**src/rtl/mem_access_unit.sv**
```systemverilog
// MEM pipeline stage: runs loads/stores on a single-outstanding req/ack bus,
// aligns load data, raises misalignment/timeout exceptions and registers MEM/WB.
module mem_access_unit #(
   parameter int TIMEOUT_CYCLES = 16
) (
   input  logic        clk,
   input  logic        rstn,
   input  logic [31:0] me_regs_data2,
   input  logic [31:0] me_alu_o,
   input  logic [4:0]  me_rd,
   input  logic        me_mem_read,
   input  logic        me_mem_write,
   input  logic        me_mem2reg,
   input  logic        me_regs_write,
   input  logic [2:0]  me_func3_code,
   input  logic [1:0]  me_priv_mode,
   output logic        dbus_req,
   output logic        dbus_we,
   output logic [31:0] dbus_addr,
   output logic [31:0] dbus_wdata,
   output logic [3:0]  dbus_be,
   output logic [1:0]  dbus_priv,
   input  logic        dbus_ack,
   input  logic [31:0] dbus_rdata,
   output logic        mem_stall,
   output logic [4:0]  wb_rd,
   output logic        wb_regs_write,
   output logic        wb_mem2reg,
   output logic [31:0] wb_alu_o,
   output logic [31:0] wb_mem_data,
   output logic        exc_valid,
   output logic [1:0]  exc_cause,
   output logic [31:0] exc_addr
);

   // state | meaning
   // IDLE  | no access in flight; pass-through or launch a bus request
   // BUSY  | request outstanding; waiting for dbus_ack or timeout
   typedef enum logic {IDLE, BUSY} state_t;

   localparam logic [7:0] CNT_LAST = 8'(TIMEOUT_CYCLES - 1);

   state_t      state, state_nxt;
   logic [7:0]  cnt;
   logic        acc, misaligned;
   logic        do_start, do_finish, do_fault, do_mis, do_pass;
   logic [3:0]  be_nxt;
   logic [31:0] wdata_nxt;
   logic [31:0] rd_shift;
   logic [31:0] load_data;

   assign acc = me_mem_read | me_mem_write;

   always_comb begin
      misaligned = 1'b0;
      case (me_func3_code)
         3'b000, 3'b100: misaligned = 1'b0;
         3'b001, 3'b101: misaligned = me_alu_o[0];
         3'b010:         misaligned = (me_alu_o[1:0] != 2'b00);
         default:        misaligned = 1'b1;
      endcase
   end

   always_comb begin
      be_nxt    = 4'b1111;
      wdata_nxt = me_regs_data2;
      case (me_func3_code[1:0])
         2'b00: begin
            be_nxt    = 4'b0001 << me_alu_o[1:0];
            wdata_nxt = {4{me_regs_data2[7:0]}};
         end
         2'b01: begin
            be_nxt    = 4'b0011 << me_alu_o[1:0];
            wdata_nxt = {2{me_regs_data2[15:0]}};
         end
         default: begin
            be_nxt    = 4'b1111;
            wdata_nxt = me_regs_data2;
         end
      endcase
   end

   assign rd_shift = dbus_rdata >> {me_alu_o[1:0], 3'b000};

   always_comb begin
      load_data = dbus_rdata;
      case (me_func3_code)
         3'b000:  load_data = {{24{rd_shift[7]}}, rd_shift[7:0]};
         3'b100:  load_data = {24'h0, rd_shift[7:0]};
         3'b001:  load_data = {{16{rd_shift[15]}}, rd_shift[15:0]};
         3'b101:  load_data = {16'h0, rd_shift[15:0]};
         default: load_data = dbus_rdata;
      endcase
   end

   // Nothing launches while reset is held, so all outputs read 0 in reset.
   always_comb begin
      state_nxt = state;
      mem_stall = 1'b0;
      do_start  = 1'b0;
      do_finish = 1'b0;
      do_fault  = 1'b0;
      do_mis    = 1'b0;
      do_pass   = 1'b0;
      if (rstn) begin
         case (state)
            IDLE: begin
               if (acc && !misaligned) begin
                  do_start  = 1'b1;
                  mem_stall = 1'b1;
                  state_nxt = BUSY;
               end else if (acc) begin
                  do_mis = 1'b1;
               end else begin
                  do_pass = 1'b1;
               end
            end
            BUSY: begin
               if (dbus_ack) begin
                  do_finish = 1'b1;
                  state_nxt = IDLE;
               end else if (cnt == CNT_LAST) begin
                  do_fault  = 1'b1;
                  state_nxt = IDLE;
               end else begin
                  mem_stall = 1'b1;
               end
            end
            default: state_nxt = IDLE;
         endcase
      end
   end

   always_ff @(posedge clk) begin
      if (!rstn) begin
         state         <= IDLE;
         cnt           <= 8'd0;
         dbus_req      <= 1'b0;
         dbus_we       <= 1'b0;
         dbus_addr     <= 32'h0;
         dbus_wdata    <= 32'h0;
         dbus_be       <= 4'h0;
         dbus_priv     <= 2'b00;
         wb_rd         <= 5'd0;
         wb_regs_write <= 1'b0;
         wb_mem2reg    <= 1'b0;
         wb_alu_o      <= 32'h0;
         wb_mem_data   <= 32'h0;
         exc_valid     <= 1'b0;
         exc_cause     <= 2'b00;
         exc_addr      <= 32'h0;
      end else begin
         state     <= state_nxt;
         exc_valid <= 1'b0;
         if (mem_stall) wb_regs_write <= 1'b0;
         if (state == BUSY) cnt <= cnt + 8'd1;

         if (do_start) begin
            dbus_req   <= 1'b1;
            dbus_we    <= me_mem_write;
            dbus_addr  <= {me_alu_o[31:2], 2'b00};
            dbus_wdata <= wdata_nxt;
            dbus_be    <= be_nxt;
            dbus_priv  <= me_priv_mode;
            cnt        <= 8'd0;
         end

         if (do_pass || do_finish || do_mis) begin
            wb_rd         <= me_rd;
            wb_regs_write <= do_mis ? 1'b0 : me_regs_write;
            wb_mem2reg    <= me_mem2reg;
            wb_alu_o      <= me_alu_o;
            wb_mem_data   <= do_finish ? load_data : 32'h0;
         end

         if (do_finish || do_fault) begin
            dbus_req <= 1'b0;
            cnt      <= 8'd0;
         end

         if (do_mis) begin
            exc_valid <= 1'b1;
            exc_cause <= me_mem_read ? 2'b00 : 2'b01;
            exc_addr  <= me_alu_o;
         end

         if (do_fault) begin
            exc_valid     <= 1'b1;
            exc_cause     <= 2'b10;
            exc_addr      <= me_alu_o;
            wb_regs_write <= 1'b0;
         end
      end
   end

endmodule

```
**config.mk**
```make
export PLATFORM = sky130hd
export DESIGN_NAME = mem_access_unit
export DESIGN_NICKNAME = d
export VERILOG_FILES = /design/src/rtl/mem_access_unit.sv
export SDC_FILE = /design/constraint.sdc
export NUM_CORES = 1
export LEC_CHECK = 0
export BUFFER_PORTS_ARGS = -buffer_cell sky130_fd_sc_hd__buf_4
export CORE_UTILIZATION = 31
export CTS_CLUSTER_DIAMETER = 150
export CTS_CLUSTER_SIZE = 30
export DETAILED_ROUTE_END_ITERATION = 6
export SLEW_MARGIN = 30
export SYNTH_ARGS = -nofsm -noshare
export SYNTH_HDL_FRONTEND = slang
export SYNTH_SLANG_ARGS = --single-unit
```
**constraint.sdc**
```tcl
create_clock -name clk -period 3.6 [get_ports clk]
set_input_delay 0.54 -clock clk [delete_from_list [all_inputs] [get_ports clk]]
set_output_delay 0.54 -clock clk [all_outputs]
set_load 0.05 [all_outputs]
```
==> results of run 1 <==
registers in the layout, indices dropped and copies added (netlist names), 2 cells and up:
name and flops:
wb_rd 5, wb_alu_o 32, dbus_addr 30, dbus_be 4
exc_addr 32, cnt 8, exc_cause 2, wb_mem_data 32
dbus_priv 2, dbus_wdata 32
power groups by stage:
stage	combinational, mW	clock [mW]	sequential, mW
2_1_floorplan	0.408	0	2.79
3_3_place_gp	1.34	0	2.32
3_5_place_dp	1.36	0	2.32
4_1_cts	1.36	2.04	2.27
5_1_grt	1.43	2.13	2.29
6_report	1.35	1.99	2.27
cell type report:
class                           instances  share of cell area [%]
Sequential cell                       185                    34.5
Multi-Input combinational cell        648                    34.3
Timing Repair Buffer                  300                    21.4
Clock buffer                           17                    3.96
Tap cell                              324                    3.78
Clock inverter                         15                    1.90
Inverter                                5                   0.175
synthesized netlist by cell type (all sizes together), types with 2 or more instances:
cell     number
nor2b        12
nand2b       26
o211ai        9
and3          3
o21ai        63
o2bb2ai       8
a311o         7
nand2       230
xor2          5
nand4         5
or2           7
nor3          3
mux2i        57
a22o         16
nor2         38
dfxtp       185
inv           5
buf          35
a21oi        75
a211oi       10
nand3        40
o21bai        2
xnor2         3
a311oi        9
clkbuf       43
mux2          2
worst min path at each step:
stage | to | from | cells after the start | slack, ns
after floorplan | cnt[7] | cnt[7] | 2 | 0.49
after global placement | wb_alu_o[26] | wb_alu_o[26] | 2 | 0.44
after detailed placement | wb_mem_data[15] | wb_mem_data[15] | 1 | 0.44
after CTS | wb_mem2reg | me_mem2reg | 3 | 0.31
after global routing | wb_regs_write | me_regs_write | 2 | 0.32
final | wb_mem2reg | me_mem2reg | 3 | 0.34
layer usage:
layer / part of all wire [%] / wire, um / GRT usage, % / vias up
met4: 2.4 / 607 / 6.84 / 2
met3: 7.8 / 1990 / 6.47 / 33
met1: 43 / 11000 / 24.9 / 3413
met2: 47 / 11800 / 30.7 / 281
li1: - / - / - / 3601
met5: 0.047 / 12 / 0 / -
stage by stage:
stage	setup slack (ns)	area [um^2]	util, %	power (mW)	cells
2_1_floorplan	0.862	7770	-	3.20	916
3_3_place_gp	1.04	10100	41.2	3.66	1461
5_1_grt	0.948	10700	43.9	5.85	1494
6_report	1.04	10700	43.9	5.61	1494
3_5_place_dp	1.01	10100	41.3	3.67	1462
4_1_cts	1.01	10700	43.9	5.67	1494
kinds of logic after synthesis:
family          after synthesis  synth area share [%]
buf+inv                      83                  5.37
simple gates                367                  20.7
compound gates              210                  17.2
flops                       185                  47.7
other cells                   1                0.0483
fa+ha+maj                     1                 0.161
mux                          60                  7.93
xor+xnor                      8                 0.903
worst reg2reg max path, stage by stage (launching register included):
cell and delay (ns):
dfxtp_1 0.47, o21bai_1 0.33, o21bai_4 0.23, buf_4 0.25, a21oi_4 0.62, a22o_1 0.26
==> flow_metrics.py, run 1 <==
metrics = {
    "outcome": {
        "status": "finished clean",
    },
    "place": {
        "numPortBuffers": 289,
        "dp_hpwl_um": 17800,
        "routabilityCongestion": 0.860,
    },
    "synth": {
        "synth_area_leaders": "dfxtp_1 48%, nand2_1 11%, mux2i_1 7.3%",
        "synthArstFlopShare_pct": 0,
        "yosysSeqAreaShare_pct": 47.7,
        "yosys_most_used_dff": "dfxtp_1",
        "synth_edf_count": 0,
        "synth_area_leader_cell": "dfxtp_1",
        "syn_inst": 915,
        "synth_top_area_share_pct": 47.7,
        "netlist_area_um2": 7760,
        "avgSynthCellArea_um2": 8.48,
        "synth_seq_cells": 185,
        "synthDistinctLibCells": 52,
        "ys_warn_count": 0,
    },
    "sta": {
        "timing_hold_violations_final": 0,
        "tns_ns": 0,
        "slew_viol_final": 0,
        "max_freq_mhz": 391,
        "tightest_slew_ns": 0.764,
        "finClkSkew_ns": 0.0154,
        "finalSetupViolCount": 0,
        "whs_ns": 0.339,
        "fin_crit_sh_pct": 71.0,
        "max_slew_margin_pct": 49.1,
        "fin_crit_ns": 2.56,
        "rsz0062_at_grt": "false",
    },
    "clocking": {
        "cts_hold_buf": 0,
        "cts_sinks": 185,
        "htree_levels": 4,
        "postCtsSetupBuffers": 0,
        "cts_root_buffer": "clkbuf_16",
        "clk-insertion-delay-late_ns": 0.43,
        "clockBufferDepth": 2,
        "ctsResizeCount": 0,
        "clk_pin_slew_ns": 0.08,
        "cts_tree": "built",
        "cts_buffers": 17,
    },
    "detailed_routing": {
        "viasPerCell": 4.91,
        "drt_iter0_markers": 544,
        "firstDrtPassIters": 5,
        "routed_wl_um": 25400,
        "vias": 7330,
        "post-route-drc-count": 0,
        "detail_route.wl_per_cell_um": 17.0,
        "antenna_left": 0,
    },
    "worst_setup_path": {
        "cp_max_fo": 4,
        "reg2regPathDepth": 5,
        "cp.depth": 6,
        "critPathCaptureType": "output port",
        "crit_end": "mem_stall",
        "criticalPathCategory": "flop to output port",
        "cp.required_ns": 3.06,
        "timing.rr.start": "state",
        "max_stage_delay_ns": 0.34,
        "path_buf_inv": 1,
        "cp.arrival_ns": 2.02,
        "startpoint": "cnt[0]",
        "r2r_slack_ns": 1.39,
        "cp-start-kind": "flop",
        "cp_cell_sequence": "ha_1 -> nor2b_1 -> and4_1 -> o21a_1 -> nor2_1 -> buf_4",
        "r2r-end": "wb_mem_data[24]",
        "crit_family": "simple AND/OR/NAND/NOR gates",
        "cp_slowest_cell": "dfxtp_1",
    },
    "flow_run": {
        "maxCapViolations": 0,
    },
    "grt": {
        "antenna_found_initial": 1,
        "track_usage_pct": 19.5,
        "grt-ovfl-total": 0,
        "grt_first_pass_wirelength_um": 39600,
        "grt_pass1_vias": 6989,
        "grt_max_degree": 102,
    },
    "floorplanning": {
        "initial_core_util_pct": 31.7,
        "core_um2": 24500,
        "rows": 57,
        "die_h_um": 160,
        "fp.dieW_um": 160,
        "die_area_um2": 25700,
        "ios": 292,
    },
    "layout": {
        "final_common_cell": "buf_4",
        "drive_gt1_share_pct": 30.2,
        "fin_nets": 1271,
        "multi_input_area_um2": 3680,
        "register_area_um2": 3700,
        "layout_common_cells": "296 x buf_4, 230 x nand2_1, 185 x dfxtp_1",
        "area_growth_pct": 38.3,
        "fillers": 2441,
        "antenna_cells": 0,
    },
    "min_path": {
        "hp-class": "input pin to flop",
    },
    "power_and_ir_drop": {
        "p_leak_nw": 4.69,
        "p_int_mw": 3.68,
        "switching_share_pct": 34.3,
        "p_sw_mw": 1.92,
        "clock_power_share_pct": 35.4,
        "ir_drop_mv": 0.256,
        "power_frac_comb_pct": 24.0,
        "powerDensity_nw_per_um2": 522,
        "seqPwrFrac_pct": 40.5,
    },
}
(Power assumes the default switching activity.)
==> inputs of run 2 (changes only) <==
--- a/config.mk
+++ b/config.mk
@@ -5,6 +5,7 @@
 export SDC_FILE = /design/constraint.sdc
 export NUM_CORES = 1
 export LEC_CHECK = 0
+export ABC_AREA = 1
 export BUFFER_PORTS_ARGS = -buffer_cell sky130_fd_sc_hd__buf_4
 export CORE_UTILIZATION = 31
 export CTS_CLUSTER_DIAMETER = 150
==> constraint.sdc (replaced) <==
create_clock -name clk -period 2.05 [get_ports clk]
set_input_delay 0.3075 -clock clk [delete_from_list [all_inputs] [get_ports clk]]
set_output_delay 0.3075 -clock clk [all_outputs]
set_load 0.05 [all_outputs]
==> run 2 against run 1 <==
Critical path depth is 1 lower; non-clock buffer count is 10 higher; clock power is 64% higher; hold slack worse by 0.26 ns; global-route usage is 0.44 points higher; first-iteration DRC count is 19% lower; sequential share of layout area is 0.35 points higher.
==> flow_metrics.py, run 2 <==
metrics = {
    "outcome": {
        "status": "finished clean",
    },
    "synth": {
        "netlist_area_um2": 7690,
        "avgSynthCellArea_um2": 7.20,
        "synth_area_leader_cell": "dfxtp_1",
        "synth_edf_count": 0,
        "synth_seq_cells": 185,
        "synthArstFlopShare_pct": 0,
        "syn_inst": 1068,
        "synth_top_area_share_pct": 48.2,
        "synth.most_common_cell": "nand2_1",
        "synthTopCellsByCount": "382 x nand2_1, 185 x dfxtp_1, 132 x nor2_1, 84 x nand3_1, 82 x a21oi_1",
        "yosysSeqAreaShare_pct": 48.2,
        "ys_warn_count": 0,
        "yosys_most_used_dff": "dfxtp_1",
        "synthDistinctLibCells": 30,
        "synth_area_leaders": "dfxtp_1 48%, nand2_1 19%, nor2_1 6.4%",
    },
    "power_and_ir_drop": {
        "powerDensity_nw_per_um2": 872,
        "power_mw": 9.27,
        "ir_drop_mv": 0.437,
        "p_leak_nw": 5.06,
    },
    "grt": {
        "grt_use_met3_pct": 4.79,
        "grtUsageMet1_pct": 25.5,
        "grt_max_degree": 62,
        "grt-ovfl-total": 0,
        "grt_first_pass_wirelength_um": 40100,
        "grt_use_met2_pct": 33.4,
        "track_usage_pct": 20.0,
        "grt_pass1_vias": 7215,
        "antenna_found_initial": 0,
        "top_usage_layer": "met2",
    },
    "clocking": {
        "cts_buffers": 17,
        "cts_sinks": 185,
        "clk_pin_slew_ns": 0.08,
        "cts_root_buffer": "clkbuf_16",
        "clockBufferDepth": 2,
        "postCtsSetupBuffers": 0,
        "clk-insertion-delay-late_ns": 0.43,
        "cts_tree": "built",
        "htree_levels": 4,
    },
    "worst_setup_path": {
        "criticalPathCategory": "flop to output port",
        "cp.arrival_ns": 1.63,
        "cp_slowest_cell": "dfxtp_2",
        "path_buf_inv": 2,
        "cp_cell_sequence": "inv_2 -> nor2_2 -> nand2_1 -> o21ai_1 -> buf_4",
        "max_stage_delay_ns": 0.44,
        "cp_max_fo": 8,
        "critPathCaptureType": "output port",
        "cp.required_ns": 1.74,
        "crit_family": "flip-flops",
        "cp-start-kind": "flop",
    },
    "sta": {
        "timing_hold_violations_final": 0,
        "fin_crit_sh_pct": 94.5,
        "tightest_slew_ns": 0.793,
        "max_slew_margin_pct": 47.0,
        "slew_viol_final": 0,
        "max_freq_mhz": 516,
        "tns_ns": 0,
        "fin_crit_ns": 1.94,
        "fin_ws_ns": 0.112,
        "whs_ns": 0.0753,
        "finClkSkew_ns": 0.00915,
        "rsz0062_at_grt": "false",
        "finalSetupViolCount": 0,
    },
    "layout": {
        "area_growth_pct": 38.3,
        "fillers": 2490,
        "final_common_cell": "nand2_1",
        "register_area_um2": 3700,
        "layout_common_cells": "382 x nand2_1, 305 x buf_4, 184 x dfxtp_1",
        "fin_nets": 1443,
        "final_cells": 1666,
        "drive_gt1_share_pct": 27.5,
        "multi_input_area_um2": 3440,
        "antenna_cells": 0,
    },
    "floorplanning": {
        "fp.dieW_um": 159,
        "die_area_um2": 25400,
        "ios": 292,
        "initial_core_util_pct": 31.6,
        "core_um2": 24300,
        "die_h_um": 159,
        "rows": 57,
    },
    "min_path": {
        "hp-class": "input pin to flop",
    },
    "place": {
        "routabilityCongestion": 0.884,
        "dp_hpwl_um": 18600,
        "dp.cells": 1634,
        "place_ws_ns": 0.113,
        "numPortBuffers": 289,
    },
    "detailed_routing": {
        "routed_wl_um": 25900,
        "viasPerCell": 4.67,
        "detail_route.wl_per_cell_um": 15.5,
        "drt_iter0_markers": 438,
        "post-route-drc-count": 0,
        "firstDrtPassIters": 5,
        "antenna_left": 0,
        "vias": 7784,
    },
    "flow_run": {
        "maxCapViolations": 0,
    },
}
-- run 2: layer usage --
metal,up-vias,part of all wire (%),routed length [um]
met2,252,48,12300
met3,21,5.9,1530
li1,3921,-,-
met5,-,0,0
met1,3590,45,11600
met4,0,1.8,454
-- run 2: kinds of logic after synthesis --
| logic type | after synthesis | share of synthesized area, % |
|---|---|---|
| other cells | 1 | 0.0488 |
| simple gates | 620 | 33.3 |
| xor+xnor | 7 | 0.797 |
| fa+ha+maj | 1 | 0.163 |
| buf+inv | 96 | 7.21 |
| compound gates | 158 | 10.3 |
| flops | 185 | 48.2 |
-- run 2: what timing repair did --
action	4_1_cts	5_1_grt
endpoints found under the hold margin	0	0
setup endpoints to repair	1	1
hold buffers	0	0
resized for setup	1	1
-- run 2: final cells by class --
class	instances	share of cell area, %
flip-flops and latches	185	34.8
multi-input cells	788	32.4
well taps	324	3.81
inverters	27	0.977
repair buffers	310	22.5
clock inverters	15	1.51
clock buffers	17	4.00
-- run 2: where the power goes --
part,leakage [nW],switching (mW),internal [mW]
combinational,3.27,1.45,0.636
sequential,1.51,0.114,3.80
clock,0.276,1.64,1.63
total,5.06,3.19,6.07
-- run 2: path summary, 6_finish.rpt --
kind | start | end | slack (ns) | depth (start not counted)
worst max-delay path | state | mem_stall | 0.11 | 5
worst min-delay path | me_priv_mode[1] | dbus_priv[1] | 0.08 | 3
worst max register to register | cnt[0] | exc_addr[0] | 0.43 | 8
worst min register to register | dbus_addr[2] | dbus_addr[2] | 0.45 | 2
-- run 2: metrics by stage --
stage / utilization, % / area, um^2
finish: 43.7 / 10600
global route: 43.7 / 10600
CTS: 43.7 / 10600
detailed placement: 41.3 / 10000
global placement: 41.3 / 10000
floorplan: - / 7690
-- run 2: worst min-delay path: stages --
cell	delay [ns]
buf_4	0.08
nand2_1	0.04
nand2_1	0.05
